==> config.mk <==
export PLATFORM = sky130hd
export DESIGN_NAME = auto_decision
export DESIGN_NICKNAME = d
export VERILOG_FILES = /design/src/rtl/auto_decision_pkg.sv /design/src/rtl/detector_debounce.sv /design/src/rtl/auto_decision.sv
export SDC_FILE = /design/constraint.sdc
export NUM_CORES = 1
export LEC_CHECK = 0
export CAP_MARGIN = 20
export CORE_UTILIZATION = 26
export DETAILED_ROUTE_END_ITERATION = 12
export PLACE_DENSITY_LB_ADDON = 0.2
export SLEW_MARGIN = 15
export SYNTH_ARGS = -nofsm -noshare
export SYNTH_HDL_FRONTEND = slang
export SYNTH_HIERARCHICAL = 1
export SYNTH_SLANG_ARGS = --single-unit
==> constraint.sdc <==
create_clock -name clk -period 1.6 [get_ports clk]
set_input_delay 0.32 -clock clk [delete_from_list [all_inputs] [get_ports clk]]
set_output_delay 0.32 -clock clk [all_outputs]
set_load 0.05 [all_outputs]
==> src/rtl/auto_decision_pkg.sv <==
// Shared state/choice codes and timing constants for auto_decision.
// AUTO_DEBOUNCE_EN selects majority-filtered detectors.
package auto_defs;

  localparam int SETTLE_TIME  = 25;
  localparam int FORWARD_TIME = 150;
  localparam int ACK_TIMEOUT  = 10;

  function automatic int max3(int a, int b, int c);
    int m;
    m = (a > b) ? a : b;
    return (m > c) ? m : c;
  endfunction

  localparam int CNT_W =
    $clog2(max3(SETTLE_TIME, FORWARD_TIME, ACK_TIMEOUT) + 1);

  typedef logic [CNT_W-1:0] cnt_t;

  localparam cnt_t SETTLE_LAST = cnt_t'(SETTLE_TIME - 1);
  localparam cnt_t ACK_LAST    = cnt_t'(ACK_TIMEOUT - 1);
  localparam cnt_t FWD_SAT     = cnt_t'(FORWARD_TIME);

  typedef enum logic [2:0] {
    S_IDLE    = 3'd0,
    S_SETTLE  = 3'd1,
    S_DECIDE  = 3'd2,
    S_TRIG    = 3'd3,
    S_WAIT    = 3'd4,
    S_CRUISE  = 3'd5
  } state_e;

  typedef enum logic [2:0] {
    C_NONE     = 3'd0,
    C_LEFT     = 3'd1,
    C_RIGHT    = 3'd2,
    C_BACK     = 3'd3,
    C_STRAIGHT = 3'd4
  } choice_e;

  typedef struct packed {
    logic front;
    logic left;
    logic right;
  } det_t;

  // Left-wall following: prefer left, then straight, then right.
  function automatic choice_e pick_move(det_t d);
    if (!d.left)  return C_LEFT;
    if (!d.front) return C_STRAIGHT;
    if (!d.right) return C_RIGHT;
    return C_BACK;
  endfunction

endpackage

==> src/rtl/detector_debounce.sv <==
// Per-bit 3-sample majority filter for the obstacle detectors.
// Only built when AUTO_DEBOUNCE_EN is defined.
`ifdef AUTO_DEBOUNCE_EN
module detector_debounce #(
  parameter int W = 3
) (
  input  logic         clk,
  input  logic         rst,
  input  logic [W-1:0] raw_i,
  output logic [W-1:0] filt_o
);

  logic [W-1:0] s0_q, s1_q, s2_q;
  logic [W-1:0] s0_d, s1_d, s2_d;

  always_comb begin
    s0_d = raw_i;
    s1_d = s0_q;
    s2_d = s1_q;
  end

  always_ff @(posedge clk or posedge rst) begin
    if (rst) begin
      s0_q <= '0;
      s1_q <= '0;
      s2_q <= '0;
    end else begin
      s0_q <= s0_d;
      s1_q <= s1_d;
      s2_q <= s2_d;
    end
  end

  assign filt_o = (s0_q & s1_q) | (s0_q & s2_q) | (s1_q & s2_q);

endmodule
`endif

==> src/rtl/auto_decision.sv <==
// Left-wall-following decision FSM feeding the turn executor.
// AUTO_DEBOUNCE_EN inserts a majority filter on the detectors.
module auto_decision
  import auto_defs::*;
(
  input  logic       clk,
  input  logic       rst,
  input  logic       enable,
  input  logic       detector_front,
  input  logic       detector_left,
  input  logic       detector_right,
  input  logic       is_turning,
  output logic       trigger_turn_left,
  output logic       trigger_turn_right,
  output logic       trigger_turn_back,
  output logic       move_forward,
  output logic       decision_err,
  output logic [2:0] state_dbg
);

  state_e  state_q, state_d;
  cnt_t    cnt_q, cnt_d;
  choice_e choice_q, choice_d;
  logic    err_q, err_d;
  det_t    det_raw, det;

  assign det_raw = {detector_front, detector_left, detector_right};

`ifdef AUTO_DEBOUNCE_EN
  detector_debounce #(.W(3)) u_debounce (
    .clk    (clk),
    .rst    (rst),
    .raw_i  (det_raw),
    .filt_o (det)
  );
`else
  assign det = det_raw;
`endif

  always_comb begin
    state_d  = state_q;
    cnt_d    = cnt_q;
    choice_d = choice_q;
    err_d    = 1'b0;
    if (!enable) begin
      state_d  = S_IDLE;
      cnt_d    = '0;
      choice_d = C_NONE;
    end else begin
      unique case (state_q)
        S_IDLE: begin
          state_d = S_SETTLE;
          cnt_d   = '0;
        end
        S_SETTLE: begin
          if (cnt_q == SETTLE_LAST) begin
            state_d = S_DECIDE;
            cnt_d   = '0;
          end else begin
            cnt_d = cnt_q + cnt_t'(1);
          end
        end
        S_DECIDE: begin
          choice_d = pick_move(det);
          cnt_d    = '0;
          state_d  = (choice_d == C_STRAIGHT) ? S_CRUISE : S_TRIG;
        end
        S_TRIG: begin
          if (is_turning) begin
            state_d = S_WAIT;
            cnt_d   = '0;
          end else if (cnt_q == ACK_LAST) begin
            state_d = S_SETTLE;
            cnt_d   = '0;
            err_d   = 1'b1;
          end else begin
            cnt_d = cnt_q + cnt_t'(1);
          end
        end
        S_WAIT: begin
          if (!is_turning) begin
            state_d = S_CRUISE;
            cnt_d   = '0;
          end
        end
        S_CRUISE: begin
          // Counter parks at saturation; only then may detectors end the run.
          if (cnt_q == FWD_SAT) begin
            if (det.front | ~det.left) begin
              state_d = S_SETTLE;
              cnt_d   = '0;
            end
          end else begin
            cnt_d = cnt_q + cnt_t'(1);
          end
        end
        default: begin
          state_d = S_IDLE;
          cnt_d   = '0;
        end
      endcase
    end
  end

  always_ff @(posedge clk or posedge rst) begin
    if (rst) begin
      state_q  <= S_IDLE;
      cnt_q    <= '0;
      choice_q <= C_NONE;
      err_q    <= 1'b0;
    end else begin
      state_q  <= state_d;
      cnt_q    <= cnt_d;
      choice_q <= choice_d;
      err_q    <= err_d;
    end
  end

  logic in_trig;
  assign in_trig = (state_q == S_TRIG);

  assign trigger_turn_left  = in_trig && (choice_q == C_LEFT);
  assign trigger_turn_right = in_trig && (choice_q == C_RIGHT);
  assign trigger_turn_back  = in_trig && (choice_q == C_BACK);
  assign move_forward       = (state_q == S_CRUISE);
  assign decision_err       = err_q;
  assign state_dbg          = state_q;

endmodule

==> After elaboration in Yosys (flattened, before gate mapping) <==
Cells that the tools add are included.
Widths: inputs -> output; s select.
{ "classes": {"n_bitwise": 2, "add_sub_neg": 1, "n_reduce_logical": 6, "muxes": 43, "n_eq_ne": 19} }
{ "ops": {"columns": ["cell", "n"], "rows": [
  ["$mux 8", 7],
  ["$mux 3", 18],
  ["$pmux 8 s4", 1],
  ["$pmux 3 s6", 1],
  ["$mux 1", 16],
  ["$eq 3x2->1 const B", 4],
  ["$eq 3x3->1 const B", 3],
  ["$add 8x1->8 const B", 1],
  ["$eq 8x4->1 const B", 1],
  ["$eq 8x5->1 const B", 1],
  ["$eq 8x8->1 const B", 1],
  ["$ne 4x3->1 const B", 2],
  ["$eq 3x1->1 const B", 2],
  ["$ne 3x2->1 const B", 2],
  ["$ne 3x3->1 const B", 2],
  ["$reduce_and 5->1", 1],
  ["$logic_and 1x1->1", 3],
  ["$logic_not 3->1", 1],
  ["$ne 2x1->1 const B", 1],
  ["$reduce_and 2->1", 1],
  ["$not 1->1", 1],
  ["$or 1x1->1", 1]
]} }
{ "word_totals": {"word_cells": 75, "in_bits": 7, "out_inout_bits": 8, "reg_bits": 15} }

==> Logic depth before layout (Yosys ltp) <==
{ "depth": {"ltp_word": 19, "depth_mapped": 7, "depth_no_buf": 7} }

==> Least setup slack after synthesis <==
OpenSTA, ideal clock, no wires.
{ "synth_timing": {"path_kind": "register to register", "startpoint": "reg state_q[1], in the netlist state_dbg[1]", "endpoint": "reg cnt_q[0]", "synth_period_minus_slack_ns": 2.436, "path_slack_ns": -0.836, "required_ns": 1.479, "path_stages_with_launch": 7, "arrival_ns": 2.315, "n_path_buf": 1, "setup_ns": 0.121, "cell_sequence": "dfrtp_1 -> clkbuf_2 -> nand2b_1 -> nor2_1 -> a41o_2 -> nor3_1 -> a22o_1"} }
{ "synth_via": {"elab_chain_cells": 3, "elab_cells_between_ends": 9, "cone_classes": "6 x eq/ne; 2 x mux; 1 x reduce/logical"} }
{ "synth_rtl": {"columns": ["item", "line", "text"], "rows": [
  ["from (decl)", "auto_decision.sv:21", "state_e state_q, state_d;"],
  ["from (signal assigned)", "auto_decision.sv:112", "state_q <= state_d;"],
  ["$eq 3x3->1 *", null, null],
  ["net move_forward", "auto_decision.sv:16", "output logic move_forward,"],
  ["$pmux 8 s4 / $ne 4x3->1 (equally long branches)", null, null],
  ["$mux 8 / $reduce_and 2->1 (equally long branches)", null, null],
  ["to (signal assigned)", "auto_decision.sv:113", "cnt_q <= cnt_d;"],
  ["to (decl)", "auto_decision.sv:22", "cnt_t cnt_q, cnt_d;"]
]} }
The timed path passes the listed nets; every way through them passes the cells marked *.
A chain may end at the register's enable or synchronous reset.

==> Worst setup path in the final report <==
{ "layout_timing": {"startpoint": "reg cnt_q[6]", "endpoint": "reg state_q[0], in the netlist state_dbg[0]"} }
{ "layout_via": {"elab_chain_cells": 3, "elab_cells_between_ends": 7, "cone_classes": "6 x eq/ne; 1 x reduce/logical"} }
{ "layout_rtl": {"columns": ["item", "line", "text"], "rows": [
  ["$eq 8x4->1, or another cell as far along", "auto_decision.sv:72", "end else if (cnt_q == ACK_LAST) begin"],
  ["$ne 4x3->1 (no line), or another cell as far along", null, null],
  ["$reduce_and 5->1 (no line) *", null, null]
]} }
Every way passes the cells marked *; elsewhere a longest branch is shown, timed or not.

==> impl_results.md <==
* Outcome: complete, but fails checks
* Failing checks: negative setup slack
* Die Ht at 67.6 um
* Routed Antenna Nets at 0
* Largest net degree at the start of global routing at 16
* FF-to-FF setup slack at -0.19 ns
* Post-route setup slack at -0.187 ns
* Yosys synthesis warning count at 6
* Maximum root-to-sink buffer count at 2
* Worst skew pair latency at 0.24 ns
* Post-Syn Nets at 138
* Finished Cell Area at 1850 um^2
* Clk slew on worst S/H paths at 0.07 ns
* Row cnt at 23
* Global Route Usage Sum at 15.2%
* Core area at 4060 um^2
* DR vias at 1158
* Share of post-route cells with drive strength above 1 at 45.6%
* Synth unique cells at 41
* Fin. Hold Viols at 0
* Synth Cell Area at 1120 um^2
* Final #Nets at 192
* DP Worst Slack at -0.321 ns
* Final wirelength at 3180 um
* Drt drc at 0
* Total gr overflow at 0
* Global routing's busiest layer: met2
* Layout area overhead at 65.0%
* Slew HR at 78.4%
* Clock buffer count from CTS at 3
* Worst setup path category: flip-flop to flip-flop
* Worst-Margin Slew at 0.324 ns
* DP HPWL at 2300 um
* Period utilization at 112%
* Vias/cell at 5.03
* Sink Count at 15
* Non-Filler Instances at 230
* Commonest register cell after synthesis: dfrtp_1
* M1 GR Usage at 20.1%
* RSZ-0062 raised after global routing: true
* 1st-iter DRT viols at 69
* CP startpoint: cnt_q[6]$_DFFE_PP0P_
* Filler cells at 371
* Maximum fanout along the worst path at 10
* Crit path required time at 1.77 ns
* Most frequent cells in the layout: buf_4 (37), nand2_1 (16), dfrtp_1 (12), o21ai_0 (9), buf_12 (8)
* H-tree depth at 1
* Crit path max-delay family: simple AND/OR/NAND/NOR gates
* DP Cell Count at 219
* Async set or reset register ratio after synthesis at 100%
* Met2 track demand over resource at 25.7%
* Startpoint types: flip-flop
* Min cycle time layout at 1.79 ns
* Placed cell area at 1680 um^2
* Delay of the slowest critical-path stage at 0.41 ns
* Starting Density at 27.6%
* Worst Clk Skew at 0.00358 ns
* Port bufs at 14
* Pwr per Cell Area at 1000 nW/um^2
* Number of global-route vias before repair at 1075
* Crit. End Element: flip-flop
* Leak at 0.778 nW
* Max Cap Viol at 0
* EDFF count, synth at 0
* Crit-path cells: nor4b_4, a41oi_1, o21a_1, buf_12, nor3_4, mux2i_1
* Initial antenna violation count at 0
* Die Area at 4570 um^2
* Synth Area per Inst at 8.82 um^2
* Seq/Total Area, Yosys at 33.5%
* Max VDD drop at 571 uV
* Yosys reg bits at 15
* Util after Layout at 45.5%
* CTS tree: built
* Worst path buffer plus inverter count at 1
* Root Buffer: clkbuf_8
* Synth Instances at 127
* Reg-to-reg critical path endpoint: state_dbg[0]$_DFFE_PP0P_
* Hold WC Path Type: input pin to asynchronous set/reset pin
* Width of the die at 67.6 um
* Final max-slew violation count at 0
* Diode count at 0
* First-pass GRT wire length at 5180 um
* Wire length per cell at 13.8 um
* # setup viols final at 14
* Reg2Reg Launch Point: cnt_q[6]$_DFFE_PP0P_
* Placer congestion estimate at 0.850
* Pre-Repair DR Iteration Count at 4
* GR Layer Usage met3 at 2.20%
* I/O pins at 15
* Fmax at 0.560 GHz
* R2R depth at 6
* CP Data Arrival Time at 1.95 ns
* Commonest non-fill, non-tap cell in the layout: buf_4
* CP max-delay cell: dfrtp_1
## synth_stat cells (2+ instances only)
cell / count / share of area [%]
a41oi_1: 2 / 1.6
nand3_1: 5 / 2.2
nor3_1: 4 / 1.8
nand2_1: 18 / 6.0
and3_1: 2 / 1.1
nor4_2: 2 / 2.2
dfrtp_1: 15 / 34
nor2b_1: 4 / 2.2
inv_1: 7 / 2.3
nand2b_1: 3 / 1.7
o21ai_0: 11 / 4.9
nor2_1: 10 / 3.4
mux2i_1: 4 / 3.6
ha_1: 4 / 4.5
a21boi_0: 2 / 1.3
o21a_1: 2 / 1.3
o22ai_1: 3 / 1.7
buf_6: 2 / 2.0
o211ai_1: 5 / 3.4
## how the worst max path moves through the flow
| stage | end | slack [ns] | cells after the start |
|---|---|---|---|
| 2_1_floorplan | cnt_q[0]$_DFFE_PP0P_ | -0.20 | 6 |
| 3_3_place_gp | state_dbg[1]$_DFFE_PP0P_ | -0.30 | 6 |
| 3_5_place_dp | state_dbg[2]$_DFFE_PP0P_ | -0.32 | 5 |
| 4_1_cts | state_dbg[0]$_DFFE_PP0P_ | -0.22 | 6 |
| 5_1_grt | state_dbg[0]$_DFFE_PP0P_ | -0.31 | 6 |
| 6_report | state_dbg[0]$_DFFE_PP0P_ | -0.19 | 6 |
## through the flow
stage / total power, mW / setup TNS, ns / hold WS [ns]
2_1_floorplan: 1.02 / -1.46 / 0.221
3_3_place_gp: 1.41 / -2.80 / 0.558
3_5_place_dp: 1.42 / -3.09 / 0.568
4_1_cts: 1.79 / -1.94 / 0.393
5_1_grt: 1.95 / -2.96 / 0.423
6_report: 1.86 / -1.54 / 0.383
## area by class of cell
cell class	count	area (um^2)	share of cell area, %
multi-input cells	100	803	43.5
flip-flops and latches	15	379	20.5
well taps	50	62.6	3.39
clock buffers	4	45.0	2.44
repair buffers	54	532	28.8
inverters	7	26.3	1.42
## worst register-to-register path: cells and delay by family (launching register included)
family,cells,cell delay [ns]
multiplexers,1,0.21
buffers and inverters,1,0.15
AO/OA/AOI/OAI,2,0.41
flip-flops,1,0.41
AND/OR/NAND/NOR,2,0.54
## registers in the layout (all words and copies together) (netlist names)
| signal | flops |
|---|---|
| decision_err | 1 |
| cnt_q | 8 |
| choice_q | 3 |
| state_dbg | 3 |
## power breakdown
group | internal, mW | switching (mW) | total [mW]
clock | 0.176 | 0.138 | 0.314
combinational | 0.526 | 0.509 | 1.04
sequential | 0.433 | 0.0748 | 0.507
total | 1.13 | 0.721 | 1.86
## routing by layer
metal  up-vias  share of wire (%)
li1        565                  -
met1       553                 45
met2        36                 49
met3         4                5.0
met4         0                1.0
met5         -                  0
## logic make-up (layout without fill, tap and decap cells)
| group | after synthesis | in the layout | share of synthesized area (%) |
|---|---|---|---|
| compound gates | 31 | 32 | 19.2 |
| xor+xnor | 1 | 1 | 0.782 |
| fa+ha+maj | 4 | 4 | 4.47 |
| buf+inv | 13 | 65 | 7.49 |
| flops | 15 | 15 | 33.5 |
| mux | 4 | 4 | 3.58 |
| simple gates | 59 | 59 | 31.0 |
## repair_timing
item	in CTS	in global routing
resized for setup	11	7
setup endpoints to repair	14	16
cloned	0	1
hold buffers	0	0
pin swaps	4	3
setup buffers	2	4
No activity file was read; power rests on OpenSTA's default activity.
